File: src/rtl/iq_demod_pkg.sv
// Shared types and constants for the IQ mix-and-accumulate demodulator.
package iq_demod_pkg;

  // 2-bit two's-complement carrier coefficient; code 2'b10 is treated as zero
  typedef logic [1:0] coef_t;

  localparam coef_t COEF_POS  = 2'b01;
  localparam coef_t COEF_ZERO = 2'b00;
  localparam coef_t COEF_NEG  = 2'b11;

  typedef enum logic [0:0] {
    ST_IDLE  = 1'b0,
    ST_ACCUM = 1'b1
  } state_t;

  // Accumulator width that cannot wrap over a full window of products
  function automatic int unsigned acc_width(input int unsigned data_w,
                                            input int unsigned acc_len);
    return data_w + 1 + $clog2(acc_len);
  endfunction

endpackage

File: src/rtl/iq_mix_coef.sv
// Combinational multiply of a signed sample by a {-1,0,+1} coefficient.
// The result is one bit wider than the sample so that negating the most
// negative input is exact.
module iq_mix_coef
  import iq_demod_pkg::*;
#(
  parameter int unsigned DATA_W = 8
) (
  input  logic signed [DATA_W-1:0] sample,
  input  coef_t                    coef,
  output logic signed [DATA_W:0]   prod_c
);

  logic signed [DATA_W:0] ext;

  // Sign-extend, then select +x, -x or 0
  always_comb begin
    ext    = {sample[DATA_W-1], sample};
    prod_c = '0;
    case (coef)
      COEF_POS: prod_c = ext;
      COEF_NEG: prod_c = -ext;
      default:  prod_c = '0;
    endcase
  end

endmodule

File: src/rtl/iq_mix_acc.sv
// IQ mixer with integrate-and-dump accumulators and a one-deep output holding
// register with valid/ready handshake and sticky overrun flag.
// Optional feature: define IQ_MIX_SAT_EN to clamp window sums to the OUT_W
// range; otherwise outputs are the low OUT_W bits of the sums.
module iq_mix_acc
  import iq_demod_pkg::*;
#(
  parameter int unsigned DATA_W  = 8,
  parameter int unsigned ACC_LEN = 20,
  parameter int unsigned OUT_W   = 12
) (
  input  logic                     clk,
  input  logic                     resetn,
  input  logic                     en,
  input  logic signed [DATA_W-1:0] sample_in,
  input  logic                     sample_valid,
  input  logic [1:0]               cosine_in,
  input  logic [1:0]               sine_in,
  output logic signed [OUT_W-1:0]  i_out,
  output logic signed [OUT_W-1:0]  q_out,
  output logic                     out_valid,
  input  logic                     out_ready,
  output logic                     overrun
);

  localparam int unsigned PROD_W = DATA_W + 1;
  localparam int unsigned ACC_W  = acc_width(DATA_W, ACC_LEN);
  localparam int unsigned CNT_W  = (ACC_LEN > 1) ? $clog2(ACC_LEN) : 1;
  localparam logic [CNT_W-1:0] CNT_LAST = CNT_W'(ACC_LEN - 1);

`ifdef IQ_MIX_SAT_EN
  localparam logic signed [ACC_W-1:0] SAT_MAX = ACC_W'((1 << (OUT_W - 1)) - 1);
  localparam logic signed [ACC_W-1:0] SAT_MIN = -SAT_MAX - ACC_W'(1);
`endif

  // Window sum to output format
  function automatic logic signed [OUT_W-1:0] to_out(input logic signed [ACC_W-1:0] s);
`ifdef IQ_MIX_SAT_EN
    if (s > SAT_MAX)      return {1'b0, {(OUT_W-1){1'b1}}};
    else if (s < SAT_MIN) return {1'b1, {(OUT_W-1){1'b0}}};
    else                  return OUT_W'(s);
`else
    return OUT_W'(s);
`endif
  endfunction

  logic signed [PROD_W-1:0] prod_i_c, prod_q_c;
  logic signed [PROD_W-1:0] prod_i_q, prod_i_d, prod_q_q, prod_q_d;
  logic                     prod_vld_q, prod_vld_d;
  state_t                   state_q, state_d;
  logic [CNT_W-1:0]         cnt_q, cnt_d;
  logic signed [ACC_W-1:0]  acc_i_q, acc_i_d, acc_q_q, acc_q_d;
  logic signed [ACC_W-1:0]  base_i, base_q;
  logic                     dump_q, dump_d;
  logic signed [OUT_W-1:0]  i_out_q, i_out_d, q_out_q, q_out_d;
  logic                     out_valid_q, out_valid_d;
  logic                     overrun_q, overrun_d;

  iq_mix_coef #(.DATA_W(DATA_W)) u_mix_i (
    .sample (sample_in),
    .coef   (cosine_in),
    .prod_c (prod_i_c)
  );

  iq_mix_coef #(.DATA_W(DATA_W)) u_mix_q (
    .sample (sample_in),
    .coef   (sine_in),
    .prod_c (prod_q_c)
  );

  // Next-state: mix register, FSM, accumulators, dump and output handshake
  always_comb begin
    prod_i_d    = prod_i_q;
    prod_q_d    = prod_q_q;
    prod_vld_d  = en && sample_valid;
    state_d     = state_q;
    cnt_d       = cnt_q;
    acc_i_d     = acc_i_q;
    acc_q_d     = acc_q_q;
    dump_d      = 1'b0;
    i_out_d     = i_out_q;
    q_out_d     = q_out_q;
    out_valid_d = out_valid_q;
    overrun_d   = overrun_q;

    if (en && sample_valid) begin
      prod_i_d = prod_i_c;
      prod_q_d = prod_q_c;
    end

    // A completed window restarts from zero the cycle its sums are dumped
    base_i = dump_q ? '0 : acc_i_q;
    base_q = dump_q ? '0 : acc_q_q;

    case (state_q)
      ST_IDLE: begin
        if (en) state_d = ST_ACCUM;
      end
      ST_ACCUM: begin
        if (!en) begin
          state_d = ST_IDLE;
          cnt_d   = '0;
          acc_i_d = '0;
          acc_q_d = '0;
        end else begin
          acc_i_d = base_i;
          acc_q_d = base_q;
          if (prod_vld_q) begin
            acc_i_d = base_i + ACC_W'(prod_i_q);
            acc_q_d = base_q + ACC_W'(prod_q_q);
            if (cnt_q == CNT_LAST) begin
              cnt_d  = '0;
              dump_d = 1'b1;
            end else begin
              cnt_d = cnt_q + CNT_W'(1);
            end
          end
        end
      end
      default: state_d = ST_IDLE;
    endcase

    // Output register: new result wins over acceptance of the old one
    if (dump_q) begin
      i_out_d     = to_out(acc_i_q);
      q_out_d     = to_out(acc_q_q);
      out_valid_d = 1'b1;
      if (out_valid_q && !out_ready) overrun_d = 1'b1;
    end else if (out_valid_q && out_ready) begin
      out_valid_d = 1'b0;
    end
  end

  // State registers with synchronous active-high reset
  always_ff @(posedge clk) begin
    if (resetn) begin
      prod_i_q    <= '0;
      prod_q_q    <= '0;
      prod_vld_q  <= 1'b0;
      state_q     <= ST_IDLE;
      cnt_q       <= '0;
      acc_i_q     <= '0;
      acc_q_q     <= '0;
      dump_q      <= 1'b0;
      i_out_q     <= '0;
      q_out_q     <= '0;
      out_valid_q <= 1'b0;
      overrun_q   <= 1'b0;
    end else begin
      prod_i_q    <= prod_i_d;
      prod_q_q    <= prod_q_d;
      prod_vld_q  <= prod_vld_d;
      state_q     <= state_d;
      cnt_q       <= cnt_d;
      acc_i_q     <= acc_i_d;
      acc_q_q     <= acc_q_d;
      dump_q      <= dump_d;
      i_out_q     <= i_out_d;
      q_out_q     <= q_out_d;
      out_valid_q <= out_valid_d;
      overrun_q   <= overrun_d;
    end
  end

  assign i_out     = i_out_q;
  assign q_out     = q_out_q;
  assign out_valid = out_valid_q;
  assign overrun   = overrun_q;

endmodule

File: config.mk
export PLATFORM = sky130hd
export DESIGN_NAME = iq_mix_acc
export DESIGN_NICKNAME = d
export VERILOG_FILES = /design/src/rtl/iq_demod_pkg.sv /design/src/rtl/iq_mix_coef.sv /design/src/rtl/iq_mix_acc.sv
export SDC_FILE = /design/constraint.sdc
export NUM_CORES = 1
export LEC_CHECK = 0
export CAP_MARGIN = 30
export CORE_MARGIN = 4
export CORE_UTILIZATION = 45
export CTS_CLUSTER_SIZE = 24
export DETAILED_ROUTE_END_ITERATION = 16
export DONT_BUFFER_PORTS = 1
export PLACE_DENSITY_LB_ADDON = 0.05
export SYNTH_ARGS = -nofsm -noshare
export SYNTH_HDL_FRONTEND = slang
export SYNTH_HIERARCHICAL = 1
export SYNTH_SLANG_ARGS = --single-unit
File: constraint.sdc
create_clock -name clk -period 3.6 [get_ports clk]
set_input_delay 1.08 -clock clk [delete_from_list [all_inputs] [get_ports clk]]
set_output_delay 1.08 -clock clk [all_outputs]
set_load 0.05 [all_outputs]
# Word level (Yosys, flattened, before mapping)
# Index checks and enable logic that the tools add are counted.
# W data, S select, Z words.
word_totals:
  ff_bits: 80
  in_bits: 17
  output_inout_bits: 26
  elab_cells: 48
op_classes:
  add_sub_neg: 4
  eq_ne: 6
  mux: 15
  bitwise_logic: 3
  reduce_logical: 8
ops:
  columns: ["cell", "n"]
  rows:
  - ["$mux W14", 6]
  - ["$pmux W9 S2", 2]
  - ["$add A14 B9 Y14", 2]
  - ["$mux W5", 3]
  - ["$neg A8 Y9", 1]
  - ["$add A5 B1 Y5 const B", 1]
  - ["$eq A5 B5 Y1 const B", 1]
  - ["$eq A2 B1 Y1 const B", 2]
  - ["$eq A2 B2 Y1 const B", 2]
  - ["$mux W1", 4]
  - ["$reduce_and A2 Y1", 2]
  - ["$reduce_or A4 Y1", 1]
  - ["$logic_and A1 B1 Y1", 3]
  - ["$not A1 Y1", 3]
  - ["$ne A2 B1 Y1 const B", 1]
  - ["$reduce_bool A2 Y1", 1]
  - ["$logic_not A1 Y1", 1]

# Depth between registers and ports, before layout
# Gate-level depths: netlist of run 1.
depth:
  ltp_word: 4
  ltp_mapped: 15
  depth_no_buf: 11

# Cells and area by module
# The synthesis of run 1 kept the hierarchy.
by_module_without_submodules:
  columns: ["mod", "n_inst", "cells_per_inst", "area_per_inst_um2", "seq_area_each_um2"]
  rows:
  - ["iq_mix_acc", 1, 551, 4464.3, 1521.5]
  - ["iq_mix_coef", 2, 36, 219.0, 0.0]

# Worst setup path after synthesis of run 1
# No wires, ideal clock.
synth_timing:
  path_kind: "flip-flop to flip-flop"
  startpoint: "register dump_q"
  endpoint: "register acc_q_q[8]"
  setup_time_ps: 91
  arrival_ps: 3457
  required_ps: 3509
  setup_slack_ps: 52
  path_stages_with_launch: 15
  path_buffers: 4
  synth_period_minus_slack_ps: 3548
  path_cell_list: "dfxtp_1 > buf_6 > buf_2 > buf_1 > clkbuf_1 > nor2b_1 > ha_1 > fa_1 > a21oi_1 > o22ai_4 > or3_4 > a211oi_4 > o22ai_1 > xnor2_1 > a311oi_1"
synth_between:
  elab_chain_cells: 4
synth_rtl:
  columns: ["item", "line", "text"]
  rows:
  - ["from (decl)", "iq_mix_acc.sv:54", "logic dump_q, dump_d;"]
  - ["from (signal assigned)", "iq_mix_acc.sv:157", "dump_q <= dump_d;"]
  - ["$mux W14 *", "iq_mix_acc.sv:93", "base_q = dump_q ? '0 : acc_q_q;"]
  - ["$add A14 B9 Y14", "iq_mix_acc.sv:110", "acc_q_d = base_q + ACC_W'(prod_q_q);"]
  - ["$mux W14 *", "iq_mix_acc.sv:108", "if (prod_vld_q) begin"]
  - ["$mux W14 *", "iq_mix_acc.sv:100", "if (!en) begin"]
  - ["to (signal assigned)", "iq_mix_acc.sv:156", "acc_q_q <= acc_q_d;"]
  - ["to (decl)", "iq_mix_acc.sv:52", "logic signed [ACC_W-1:0] acc_i_q, acc_i_d, acc_q_q, acc_q_d;"]
# Mark *: on every way between the ends. The rest lies on a longest branch, timed or not.
# A chain may end at the register's enable or synchronous reset.

# Final worst setup path of run 1
layout_timing:
  startpoint: "register dump_q"
  endpoint: "register acc_i_q[8]"
layout_between:
  elab_chain_cells: 4
layout_rtl:
  columns: ["item", "line", "text"]
  rows:
  - ["$mux W14 *", "iq_mix_acc.sv:92", "base_i = dump_q ? '0 : acc_i_q;"]
  - ["$add A14 B9 Y14", "iq_mix_acc.sv:109", "acc_i_d = base_i + ACC_W'(prod_i_q);"]
  - ["$mux W14 *", "iq_mix_acc.sv:108", null]
  - ["$mux W14 *", "iq_mix_acc.sv:100", null]
  - ["to (signal assigned)", "iq_mix_acc.sv:155", "acc_i_q <= acc_i_d;"]
  - ["to (decl)", "iq_mix_acc.sv:52", null]
# Marks and branches as above.

==> results of run 1 <==
[worst max-delay path: stages, from the launching register on]
cell	delay, ns
dfxtp_2	0.55
nor2b_1	0.09
ha_1	0.22
fa_1	0.48
a21o_1	0.24
a31oi_4	0.26
a221oi_2	0.11
nor3_2	0.29
or2_2	0.18
mux2i_1	0.08
a41o_1	0.21
nor4_1	0.21
[per-stage QoR]
step                std cells  setup slack [ns]  instance area [µm²]
finish                    738            0.5829                 5126
global placement          723            0.6609                 4936
CTS                       738            0.5795                 5126
detailed placement        723            0.5973                 4936
floorplan                 623           0.05240                 4902
global route              738            0.3071                 5126
[power by group through the flow]
stage	logic [mW]	clock network (mW)	registers, mW
after floorplan	0.107	0	0.875
after global placement	0.106	0	0.888
after detailed placement	0.107	0	0.888
after CTS	0.107	0.670	0.868
after global routing	0.121	0.703	0.870
final	0.107	0.652	0.868
[per-layer routing]
| layer | up-vias | GRT usage, % | share of wire, % |
|---|---|---|---|
| met5 | - | 0 | 0 |
| met4 | 0 | 6.410 | 1.4 |
| met3 | 15 | 4.259 | 5.3 |
| met2 | 108 | 32.18 | 46 |
| met1 | 2009 | 25.56 | 47 |
| li1 | 2150 | - | - |
[synthesized netlist by cell type, types with 4 or more instances]
master,n,area share (%)
a21oi_1,53,5.4
o211ai_1,4,0.61
nor3_1,10,1.0
dfxtp_1,76,31
a22oi_1,14,2.1
mux2i_1,33,6.7
o22ai_1,4,0.51
nand2b_1,6,0.77
buf_1,4,0.31
a311oi_1,6,1.1
o21ai_0,24,2.5
xnor2_1,14,2.5
o21a_1,9,1.4
buf_2,11,1.1
nand2_1,83,6.4
or3_1,6,0.77
xor2_1,12,2.1
nor2_1,76,5.8
clkbuf_1,25,1.9
ha_1,13,3.3
inv_1,22,1.7
a21o_1,5,0.77
or2_2,4,0.51
nand3_1,10,1.0
nor3b_1,4,0.61
nor2b_1,17,2.2
[layout make-up]
class | instances | area [µm²] | share of cell area [%]
Timing Repair Buffer | 5 | 37.54 | 0.7322
Clock inverter | 5 | 52.55 | 1.025
Sequential cell | 76 | 1523 | 29.70
Tap cell | 136 | 170.2 | 3.319
Multi-Input combinational cell | 483 | 3119 | 60.85
Clock buffer | 10 | 137.6 | 2.685
Inverter | 23 | 86.33 | 1.684
[flip-flops by register name (all words and copies together) (netlist names)]
signal      flops
i_out          12
state_q         1
acc_q_q        12
cnt_q           5
q_out          12
out_valid       1
acc_i_q        12
dump_q          1
prod_i_q        9
prod_vld_q      1
prod_q_q        9
overrun         1
[kinds of logic after synthesis]
kind of cell	count (synthesis)	synth area share, %
compound gates	168	24.53
xor+xnor	26	4.645
fa+ha+maj	19	4.977
buf+inv	64	5.334
flops	76	31.04
mux	35	7.198
simple gates	235	22.28
[path summary, 6_finish.rpt]
check / slack, ns / to / cells after the start / from
worst max-delay path: 0.58 / acc_i_q[8]$_SDFFE_PP0P_ / 11 / dump_q$_SDFF_PP0_
worst min-delay path: 0.48 / prod_i_q[0]$_SDFFE_PP0P_ / 2 / prod_i_q[0]$_SDFFE_PP0P_
worst max register to register: 0.58 / acc_i_q[8]$_SDFFE_PP0P_ / 11 / dump_q$_SDFF_PP0_
worst min register to register: 0.48 / prod_i_q[0]$_SDFFE_PP0P_ / 2 / prod_i_q[0]$_SDFFE_PP0P_
==> run metrics, run 1 <==
worst hold slack between 0.4 and 0.5 ns; fin crit period around 3.0 ns; CP endpoint kind flip-flop; dominant synthesized flop cell dfxtp_1; Final HPWL DP around 8700 µm; largest net degree at the start of global routing 75; Worst Path Required 3.86 ns; Internal Power 1.226 mW; Vias/cell between 5 and 6; die extent in x between 100 and 150 µm; Clk pwr share between 40% and 50%; Mapped Cells around 620; CTS Hold Buffers Added 0; pwr dens ~320 mW/mm²; Switch Pwr 401.3 µW; Slew headroom 51.37%; Worst-path clk slew around 0.080 ns; CTS Root Cell clkbuf_8; CTS sink cnt 76; f_max 331.4 MHz; PortBufs 0; period utilization 83.81%; max-slew violations 0; #FFs+latches synth 76; sequential fraction of design power between 50% and 60%; Worst Max-Slew Pin Slew roughly 0.73 ns; max_cap viols 0; gr usage total between 10% and 20%; drt wl/cell approximately 17 µm; sequential area share after synthesis a little under a third; initial antenna violation count 0; number of global-route vias before repair 4090; status finished, final reports clean; RePlAce Congestion around 0.85; Fin. Hold Viols 0; Startpoint Class flip-flop; Post-synth EDFFs 0; worst vdd ir about 160 µV; Post-Route WL ~12000 µm; ant diodes 0; first-pass GRT wire length between 20000 and 25000 µm; CTS tree done; DRT iter0 DRCs 314; Post-Syn Area around 0.005 mm²; ys async rst share 0%; via count 4282; Fillers approximately 1100; clock buffer count from CTS 9; Mapped Nets 655; commonest non-fill, non-tap cell in the layout nand2_1; crit path max fanout 16; Top-Level Pins 43; RSZ-0062 raised after global routing false; Switching Share around 25%; Final Util 49.00%; Power Total 1.627 mW; antenna-violating nets left 0; post-cts sizing count 0; Starting Density 46.85%; P_leak just under 2 nW; critical path class reg -> reg; # DRC 0; Critical Path AT ~3.3 ns; Clock Skews between 0.003 and 0.004 ns; Ys Warns 6; Die H 112.4 µm; later-pin clock latency in the skew report roughly 0.35 ns; row count 37; layout net count between 600 and 700; number of distinct library cells after synthesis 75; Mapped Avg Cell Area between 7 and 8 µm²; Logic pwr share under 10%; Max Root-Sink Buffers 2; P&R area growth vs syn 4.569%; Worst Hold Class reg -> reg; 1st-pass router iterations 7; share of cells above drive strength 1 roughly 8.1%; GRT Residual Overflow 0; final setup TNS 0 ns; commonest non-fill, non-tap cells in the layout nand2_1, nor2_1, dfxtp_1; number of post-CTS setup repair buffers 0; full die area roughly 0.013 mm²; Setup Viol. Count Final 0; CORE AREA approximately 0.010 mm²; CTS H-Tree Depth 3
No activity file was read; power rests on OpenSTA's default activity.
==> inputs of run 2 (changes only) <==
==> constraint.sdc (replaced) <==
create_clock -name clk -period 2.9 [get_ports clk]
set_input_delay 0.87 -clock clk [delete_from_list [all_inputs] [get_ports clk]]
set_output_delay 0.87 -clock clk [all_outputs]
set_load 0.05 [all_outputs]
==> run 2 against run 1 <==
Compared with the run above:
- worst hold slack lost 0.0016 ns
- first-iteration DRC count shrank 32%
- sequential power grew 24%
- setup slack lost 0.39 ns
- core utilization grew 0.61 points
- final area grew 1.2%
- flip-flop and latch count is the same
- global-route usage grew 0.14 points
- clock-buffer cell count shrank 1
- die area is the same
- highest routed layer unchanged
==> run metrics, run 2 (same netlist as run 1, synthesis figures left out) <==
status finished, final reports clean; # DRC 0 (unchanged); worst vdd ir 178.8 µV (+9.8%); 1st-pass router iterations 6 (-1); Worst Hold Class reg -> reg; Starting Density 46.85% (unchanged); Worst Path Required 3.16 ns (-0.70 ns); Switch Pwr 512.8 µW (+28%); PortBufs 0 (unchanged); Die H 112.4 µm (unchanged); gr usage total 19.71% (+0.14 points); setup ws final 0.1974 ns (-0.3855 ns); commonest non-fill, non-tap cell in the layout nand2_1; Max Root-Sink Buffers 2 (unchanged); CP peak stage delay 0.43 ns (-0.12 ns); crit path cell chain nor2b_1 -> ha_2 -> fa_2 -> a21oi_2 -> o22ai_4 -> or3_4 -> a211oi_4 -> o22ai_1 -> xnor2_1 -> a311oi_1; row count 37 (unchanged); clock buffer count from CTS 9 (unchanged); fin crit period 2.703 ns (-0.3145 ns); Final HPWL DP 8809 µm (+1.1%); final setup TNS 0 ns (unchanged); commonest non-fill, non-tap cells in the layout nand2_1, nor2_1, dfxtp_1; CTS tree done; die extent in x 112.4 µm (unchanged); Post-Layout Cell Count 741 (+0.41%); initial antenna violation count 0 (unchanged); Fin. Hold Viols 0 (unchanged); dpl ws 0.1553 ns (-0.4420 ns); later-pin clock latency in the skew report 0.35 ns (about the same); RePlAce Congestion 0.8544 (about the same); Critical Path AT 2.97 ns (-0.30 ns); CTS H-Tree Depth 3 (unchanged); full die area 0.01263 mm² (unchanged); Power Total 2.103 mW (+29%); DP Cell Count 724 (+0.14%); CTS sink cnt 76 (unchanged); layout net count 632 (+0.32%); crit path max fanout 10 (-6); max_cap viols 0 (unchanged); Switching Share 24.39% (-0.27 points); Worst-path clk slew 0.08 ns (about the same); Top-Level Pins 43 (unchanged); pwr dens 405.2 mW/mm² (+28%); Internal Power 1.590 mW (+30%); CP endpoint kind flip-flop; ant diodes 0 (unchanged); RSZ-0062 raised after global routing false; Post-Route WL 12280 µm (+0.33%); sequential fraction of design power 51.2% (-2.2 points); via count 4281 (-0.023%); P_leak 1.948 nW (+0.55%); DRT iter0 DRCs 215 (-32%); max-slew violations 0 (unchanged); f_max 370.0 MHz (+12%); Vias/cell 5.777 (-0.43%); Worst path slowest cell fa_2; Slew headroom 31.64% (-20 points); Logic pwr share 6.3% (-0.3 points); Startpoint Class flip-flop; Fillers 1037 (-2.3%); P&R area growth vs syn 5.870%; first-pass GRT wire length 20480 µm (+0.44%); Clk pwr share 42.5% (+2.5 points); CTS Hold Buffers Added 0 (unchanged); Clock Skews 0.004922 ns (+0.001641 ns); share of cells above drive strength 1 9.587% (+1.4 points); Setup Viol. Count Final 0 (unchanged); period utilization 93.19% (+9.4 points); drt wl/cell 16.57 µm (about the same); largest net degree at the start of global routing 75 (unchanged); CORE AREA 0.01046 mm² (unchanged); CTS Root Cell clkbuf_8; antenna-violating nets left 0 (unchanged); critical path class reg -> reg; R2R setup slack 0.20 ns (-0.39 ns); GRT Residual Overflow 0 (unchanged); number of global-route vias before repair 4035 (-1.3%); Worst Max-Slew Pin Slew 1.015 ns (+0.2853 ns)
-- run 2: changes by cell type in the layout (fill, tap and decap cells not counted), moves of 2 or more --
| cell | delta |
|---|---|
| buf_4 | +2 |
| fa_1 | -2 |
| fa_2 | +2 |
| ha_1 | -2 |
| ha_2 | +2 |
-- run 2: layout make-up --
type	count	area, µm²	share of cell area, %
clock buffer	9	123.9	2.387
timing repair buffer	7	52.55	1.013
multi-input combinational	483	3141	60.51
clock inverter	7	91.34	1.760
tap	136	170.2	3.279
sequential	76	1525	29.39
inverter	23	86.33	1.663
-- run 2: metrics by stage --
| step | util [%] | hold WS, ns | area (µm²) |
|---|---|---|---|
| floorplan | - | 0.4430 | 4950 |
| global route | 49.61 | 0.5161 | 5190 |
| detailed placement | 47.45 | 0.4625 | 4965 |
| finish | 49.61 | 0.4774 | 5190 |
| global placement | 47.45 | 0.4604 | 4965 |
| CTS | 49.51 | 0.4737 | 5180 |
-- run 2: worst max-delay path, delay by kind of cell, from the launching register on --
family | cells | cell delay [ns]
xor+xnor | 1 | 0.14
simple gates | 2 | 0.47
compound gates | 5 | 0.97
flops | 1 | 0.42
fa+ha+maj | 2 | 0.62
-- run 2: power by group through the flow --
stage / combinational [mW] / sequential [mW] / clock [mW]
final: 0.132 / 1.08 / 0.893
after global routing: 0.148 / 1.08 / 0.959
after CTS: 0.132 / 1.08 / 0.914
after detailed placement: 0.131 / 1.10 / 0
after global placement: 0.129 / 1.10 / 0
after floorplan: 0.133 / 1.09 / 0
-- run 2: path summary, 6_finish.rpt --
| check | start | end | depth (start not counted) |
|---|---|---|---|
| setup / recovery | dump_q$_SDFF_PP0_ | acc_q_q[8]$_SDFFE_PP0P_ | 10 |
| hold reg to reg | prod_q_q[0]$_SDFFE_PP0P_ | prod_q_q[0]$_SDFFE_PP0P_ | 2 |
| setup reg to reg | dump_q$_SDFF_PP0_ | acc_q_q[8]$_SDFFE_PP0P_ | 10 |
| hold / removal | prod_q_q[0]$_SDFFE_PP0P_ | prod_q_q[0]$_SDFFE_PP0P_ | 2 |
-- run 2: what timing repair did --
action / in CTS / in global routing
setup endpoints to repair: 0 / 3
hold endpoints to repair: 0 / 0
gates resized for setup: 0 / 1
setup buffers: 0 / 1
-- run 2: per-layer routing --
layer	part of all wire (%)	wire length [µm]	global-route usage, %	up-vias
li1	-	-	-	2160
met1	49	6003	27.16	2006
met2	45	5556	31.66	102
met3	4.5	556	2.857	13
met4	1.3	163	6.571	0
met5	0	0	0	-
==> edit, RTL diff (config.mk and constraints of run 2) <==
Put one more register stage on the output `overrun`, cleared by the reset. The value now appears one clock later. The other outputs are not delayed to match.
--- a/src/rtl/iq_mix_acc.sv
+++ b/src/rtl/iq_mix_acc.sv
@@ -167,3 +167,9 @@
   assign out_valid = out_valid_q;
-  assign overrun   = overrun_q;
+  always_ff @(posedge clk) begin
+    if (resetn) begin
+      overrun <= '0;
+    end else begin
+      overrun <= overrun_q;
+    end
+  end
 
Function: same outputs for any inputs over 10 cycles, from zero or initial values and one cycle with resetn high; that may be too few to reach the edited logic, so the function may still have changed.
==> edit against run 2 <==
- combinational power is 3% higher
- area after synthesis is 0.51% higher
- wire length is 0.25% lower
- count of clock-buffer cells in the layout stayed put
- sequential share of layout area is 0.12 points higher
- clock power is 2.4% higher
- sequential cell count is 1 higher
- power is 1.7% higher
- clock skew is 0.0039 ns higher
- final area is 0.72% higher
- worst setup slack worse by 0.0099 ns
- non-clock buffer count is 1 higher
- largest power group unchanged
==> edit: results (changes against run 2) <==
run_status:
  status: "completed"
critical_path:
  worst-path-max-fanout: 8  # -2
  crit_arrival_ns: 2.98  # about the same
global_route:
  grt_util_met2_pct: 30.1  # -1.6 points
  grt_pass1_vias: 4055  # +0.50%
  grt_pass1_wl_mm: 20.8  # +1.4%
  grt_max_degree: 76  # +1.3%
  grtUsageMet3_pct: 4.15  # +1.3 points
  grtUsageMet1_pct: 27.9  # +0.74 points
route:
  via_per_inst: 5.71  # -1.2%
  drtPass1Iterations: 4  # -2
layout:
  drive_gt1_share_pct: 9.70  # +0.12 points
  buffers: 8  # +1
  area_share_nonclk_buffers_pct: 1.15  # +0.14 points
  layout.nets: 635  # +0.47%
  fin_area_mm2: 0.00523  # +0.72%
  multi_input_area_share_pct: 60.2  # -0.31 points
  multi_input_gates: 484  # +0.21%
  n_sequential_cell: 77  # +1.3%
  fill_cells: 1020  # -1.6%
synth:
  synthTopCellsByArea: "dfxtp_1 31%, mux2i_1 6.7%, nand2_1 6.3%"
  synth_common_cells: "83 x nand2_1, 77 x dfxtp_1, 76 x nor2_1"
  synthesis.nets: 657  # +0.31%
place:
  dp_hpwl_mm: 8.76  # -0.57%
power_and_ir_drop:
  power.leakage_nw: 1.96  # +0.65%
  ir_worst_vdd_mv: 0.232  # +30%
sta:
  slew_headroom_pct: 33.8  # +2.2 points
  skew_ns: 0.00879  # +0.00386 ns
edit: cell types whose count changed in the layout (fill, tap and decap cells not counted), sizes merged:
cell	change
inv	+2
dfxtp	+1
clkinvlp	+1
clkinv	-3
buf	+1
nor2b	+1
edit: power by group through the flow:
| stage | combinational, mW | sequential [mW] | clock (mW) |
|---|---|---|---|
| after floorplan | 0.133 | 1.10 | 0 |
| after global placement | 0.134 | 1.11 | 0 |
| after detailed placement | 0.136 | 1.11 | 0 |
| after CTS | 0.137 | 1.09 | 0.936 |
| after global routing | 0.155 | 1.09 | 0.987 |
| final | 0.136 | 1.09 | 0.914 |
edit: per-stage QoR:
step,instances,util (%),TNS [ns]
global route,744,49.7,0
CTS,744,49.7,0
finish,744,49.7,0
global placement,728,47.6,0
floorplan,625,-,-0.510
detailed placement,728,47.6,0
edit: logic make-up after synthesis:
family	synth area share, %
mux	7.16
fa+ha+maj	4.95
simple gates	22.3
buf+inv	5.28
compound gates	24.4
flops	31.3
xor+xnor	4.62
edit: critical path, stage by stage (launching register included):
cell and delay (ns):
dfxtp_2 0.42, nor2b_1 0.07, ha_2 0.19, fa_2 0.43
a21oi_2 0.18, o22ai_4 0.11, or3_4 0.39, a211oi_4 0.30
o22ai_1 0.13, xnor2_1 0.14, a311oi_1 0.25
edit: final timing paths:
check	from	to	slack, ns	cells past startpoint
max reg2reg	dump_q	acc_q_q[8]	0.19	10
max	dump_q	acc_q_q[8]	0.19	10
min reg2reg	overrun_q	overrun	0.47	1
min	overrun_q	overrun	0.47	1
edit: metal layers:
layer / share of wire, % / vias up / wire, um
met5: 0 / - / 0
met4: 1.5 / 0 / 184
met3: 5.2 / 13 / 635
met2: 44 / 92 / 5360
met1: 50 / 1967 / 6070
li1: - / 2173 / -
